### src/rtl/reg_share_arbiter.sv
// rtl/reg_share_arbiter.sv - round-robin arbiter granting one writer at a time into a shared W-bit register
// Grants are registered, the write lands on the closing edge of GRANT, then HOLD settles for HOLD_CYCLES.
module reg_share_arbiter #(
  parameter int NREQ        = 4,
  parameter int W           = 8,
  parameter int HOLD_CYCLES = 2,
  localparam int IDW        = $clog2(NREQ)
) (
  input  logic              clk,
  input  logic              rst,
  input  logic [NREQ-1:0]   req,
  input  logic [NREQ*W-1:0] wdata,
  output logic [NREQ-1:0]   gnt,
  output logic [W-1:0]      dout,
  output logic              upd,
  output logic [IDW-1:0]    last_id,
  output logic              busy
);

  typedef enum logic [1:0] {IDLE, GRANT, HOLD} state_t;

  state_t          state_q, state_d;
  logic [NREQ-1:0] gnt_q, gnt_d;
  logic [W-1:0]    dout_q, dout_d;
  logic            upd_q, upd_d;
  logic [IDW-1:0]  last_id_q, last_id_d;
  logic [IDW-1:0]  ptr_q, ptr_d;
  logic [IDW-1:0]  win_q, win_d;
  logic [7:0]      cnt_q, cnt_d;

  logic [IDW-1:0]  rr_win;
  logic [IDW-1:0]  rr_idx;
  logic            rr_found;
  logic [W-1:0]    sel_data;

  // First requester at or after ptr, wrapping modulo NREQ.
  always_comb begin
    rr_win   = '0;
    rr_idx   = '0;
    rr_found = 1'b0;
    for (int k = 0; k < NREQ; k++) begin
      rr_idx = IDW'((int'(ptr_q) + k) % NREQ);
      if (!rr_found && req[rr_idx]) begin
        rr_found = 1'b1;
        rr_win   = rr_idx;
      end
    end
  end

  always_comb begin
    sel_data = '0;
    for (int i = 0; i < NREQ; i++) begin
      if (win_q == IDW'(i)) sel_data = wdata[i*W +: W];
    end
  end

  always_comb begin
    state_d   = state_q;
    gnt_d     = '0;
    dout_d    = dout_q;
    upd_d     = 1'b0;
    last_id_d = last_id_q;
    ptr_d     = ptr_q;
    win_d     = win_q;
    cnt_d     = cnt_q;
    case (state_q)
      IDLE: begin
        if (rr_found) begin
          state_d       = GRANT;
          gnt_d[rr_win] = 1'b1;
          win_d         = rr_win;
        end
      end
      GRANT: begin
        dout_d    = sel_data;
        upd_d     = 1'b1;
        last_id_d = win_q;
        ptr_d     = IDW'((int'(win_q) + 1) % NREQ);
        if (HOLD_CYCLES > 0) begin
          state_d = HOLD;
          cnt_d   = 8'(HOLD_CYCLES - 1);
        end else begin
          state_d = IDLE;
        end
      end
      HOLD: begin
        if (cnt_q == 8'd0) state_d = IDLE;
        else               cnt_d   = cnt_q - 8'd1;
      end
      default: state_d = IDLE;
    endcase
  end

  always_ff @(posedge clk) begin
    if (rst) begin
      state_q   <= IDLE;
      gnt_q     <= '0;
      dout_q    <= '0;
      upd_q     <= 1'b0;
      last_id_q <= '0;
      ptr_q     <= '0;
      win_q     <= '0;
      cnt_q     <= '0;
    end else begin
      state_q   <= state_d;
      gnt_q     <= gnt_d;
      dout_q    <= dout_d;
      upd_q     <= upd_d;
      last_id_q <= last_id_d;
      ptr_q     <= ptr_d;
      win_q     <= win_d;
      cnt_q     <= cnt_d;
    end
  end

  assign gnt     = gnt_q;
  assign dout    = dout_q;
  assign upd     = upd_q;
  assign last_id = last_id_q;
  assign busy    = (state_q != IDLE);

endmodule

### config.mk
export PLATFORM = sky130hd
export DESIGN_NAME = reg_share_arbiter
export DESIGN_NICKNAME = d
export VERILOG_FILES = /design/src/rtl/reg_share_arbiter.sv
export SDC_FILE = /design/constraint.sdc
export NUM_CORES = 1
export LEC_CHECK = 0
export ABC_AREA = 1
export CORE_MARGIN = 10
export CORE_UTILIZATION = 48
export DETAILED_ROUTE_END_ITERATION = 12
export DONT_BUFFER_PORTS = 1
export HOLD_SLACK_MARGIN = 0.15
export SYNTH_ARGS = -nofsm -noshare
export SYNTH_HDL_FRONTEND = slang
export SYNTH_SLANG_ARGS = --single-unit
### constraint.sdc
create_clock -name clk -period 2.1 [get_ports clk]
set_clock_uncertainty 0.05 [all_clocks]
set_input_delay 0.315 -clock clk [delete_from_list [all_inputs] [get_ports clk]]
set_output_delay 0.315 -clock clk [all_outputs]
set_load 0.03 [all_outputs]
==> results.yml <==
cts:
  cts.sinks: 29
  clk_latency_ps: 330
  clockBufferDepth: 2
  root_buffer: "clkbuf_4"
  cts_buffers: 5
  clk_pin_slew_worst_paths_ps: 100
  htree_levels: 2
  tritoncts: "built"
yosys:
  synth_area_per_cell_um2: 6.57
  syn_inst: 250
  syn_area_mm2: 0.00164
  synth_compound_area_share_pct: 15.9
  syn-num-nets: 293
  yosys.area_share.adder_pct: 3.81
  yosysWarnings: 0
  synth_top_family_by_area: "simple AND/OR/NAND/NOR gates"
  ys_types: 27
  synth_seq_area_share_pct: 35.3
  synth_mux_area_share_pct: 0
  synth_seq_cells: 29
  synth_simple_gate_area_share_pct: 33.8
  synth-xor-area-share_pct: 1.07
worst_setup_path:
  cp_cell_sequence: "inv_1, ha_1, nor2_2, a22oi_1, o21ai_0, nor2_1, o21ai_0"
  critPathMaxFanout: 9
  crit_required_ps: 2320
  cp_slowest_cell: "dfxtp_1"
  crit_path_start_kind: "flip-flop"
  worst-endpoint-arrival_ps: 1960
  cp-startpoint: "win_q[1]"
  critical_path.top_delay_family: "compound AO/OA/AOI/OAI gates"
  reg2reg_from: "win_q[1]"
  crit_path_frequent_cell: "o21ai_0"
  critical_path_class: "reg2reg"
  worst_setup_path_end_kind: "flip-flop"
  cpPeakStageDelay_ps: 410
  cp.buffers_inverters: 1
timing:
  final_hold_viol_count: 0
  min_period_ps: 1740
  setup_tns_ps: 0
  tightest_slew_ps: 431
  rsz0062_at_grt: "false"
  report.final.slew_viol_count: 0
  min_period_over_period_pct: 82.7
  slew_headroom_pct: 71.2
  setup_viol: 0
  max_freq_mhz: 576
drt:
  vias: 1512
  drt_iter0_markers: 61
  routed_via_density: 4.93
  wl_per_cell_um: 12.9
  drc: 0
  firstDrtPassIters: 4
  ant_nets: 0
  routed_wl_um: 3950
job:
  maxCapViolCount: 0
pwr:
  clockPowerShare_pct: 12.2
  switching_share_pct: 51.6
  switchingPower_w: 0.00139
  power.total_w: 0.00269
  p_int_w: 0.00130
  power.density_mw_per_mm2: 1490
  ir_drop_mv: 0.626
  comb_power_share_pct: 49.2
  seqPwrFrac_pct: 38.6
  p_leak_nw: 0.851
min_path:
  min_from: "wdata[30]"
  hold_path.class: "in2reg"
cells_and_area:
  layout.nets: 303
  final_layout_size_suffix_gt1_share_pct: 9.58
  final_cell_mix: "nand2_1, nor2_1, inv_1, dfxtp_1, o21ai_0"
  synthToLayoutAreaGrowth_pct: 9.98
  num_antenna_cells: 0
  final_common_cell: "nand2_1"
floorplan:
  die_w_um: 78.5
  initial_core_util_pct: 49.6
  rows: 21
  io_pins: 54
  die_area_mm2: 0.00616
  coreArea_mm2: 0.00331
  fp.dieH_um: 78.5
global_route:
  grt_pass1_wl_um: 6600
  antenna_found_initial: 0
  grt_max_degree: 17
  grt_overflow: 0
  first_global_vias: 1468
  grt_usage_pct: 13.1
placed_design:
  io_buffers: 0
  routabilityCongestion: 0.841
  dp_hpwl_um: 3100
outcome:
  status: "finished clean"
## final timing paths
check	endpoint	slack, ps	cells past startpoint
worst max-delay path	dout[7]	360	7
worst min-delay path	dout[6]	180	2
worst max register to register	dout[7]	360	7
worst min register to register	cnt_q[4]	450	2
## synthesized netlist by cell type (all sizes together)
library cell	count	share of area, %
nand2	79	19
nor2	35	9.4
inv	31	7.4
o21ai	30	9.1
dfxtp	29	35
nand3	12	4.0
a22oi	8	3.7
a21oi	5	1.5
ha	5	3.8
buf	4	2.0
clkbuf	3	0.69
o22ai	2	0.76
xor2	2	1.1
a31oi	1	0.38
nand3b	1	0.46
nand4	1	0.38
nor3	1	0.30
o31ai	1	0.46
## cells by family after synthesis
logic type	Yosys count
buffers and inverters	38
XOR/XNOR	2
AO/OA/AOI/OAI	47
AND/OR/NAND/NOR	129
adder cells (fa/ha/maj)	5
flip-flops	29
## state kept, by name (all words and copies together) (netlist names)
signal,count
win_q,2
ptr_q,2
cnt_q,8
last_id,2
dout,8
state_q,2
upd,1
gnt,4
## cell type report
cell class / count / area, µm²
Sequential cell: 29 / 581
Clock buffer: 5 / 37.5
Clock inverter: 3 / 17.5
Multi-Input combinational cell: 183 / 900
Inverter: 31 / 121
Tap cell: 46 / 57.6
Timing Repair Buffer: 10 / 92.6
Fill cell: 363 / 1500
## routing by layer
layer	GRT usage [%]	part of all wire, %	wire (µm)
met5	0	0	0
met4	5.91	1.0	41
met3	5.35	7.1	282
met2	20.8	47	1850
met1	15.1	45	1770
## through the flow
stage | hold slack, ps | setup slack [ps] | std cells | cell area, µm² | utilization [%]
CTS | 159 | 236 | 307 | 1800 | 54.5
global route | 211 | 124 | 307 | 1810 | 54.6
floorplan | 403 | 526 | 250 | 1640 | -
detailed placement | 340 | 270 | 292 | 1680 | 50.7
finish | 176 | 363 | 307 | 1810 | 54.6
global placement | 339 | 329 | 292 | 1680 | 50.7
## power by group through the flow
stage | logic (W) | clock network, W | registers [W]
floorplan | 0.00111 | 0 | 0.000990
global placement | 0.00130 | 0 | 0.00106
detailed placement | 0.00130 | 0 | 0.00105
CTS | 0.00132 | 0.000348 | 0.00104
global route | 0.00154 | 0.000362 | 0.00106
finish | 0.00132 | 0.000328 | 0.00104
## what timing repair did
| item | CTS | global route |
|---|---|---|
| endpoints found under the hold margin | 19 | 0 |
| setup endpoints to repair | 0 | 1 |
| setup buffers | 0 | 0 |
| hold buffers | 7 | 0 |
| gates resized for setup | 0 | 1 |
No activity file was read; power rests on OpenSTA's default activity.
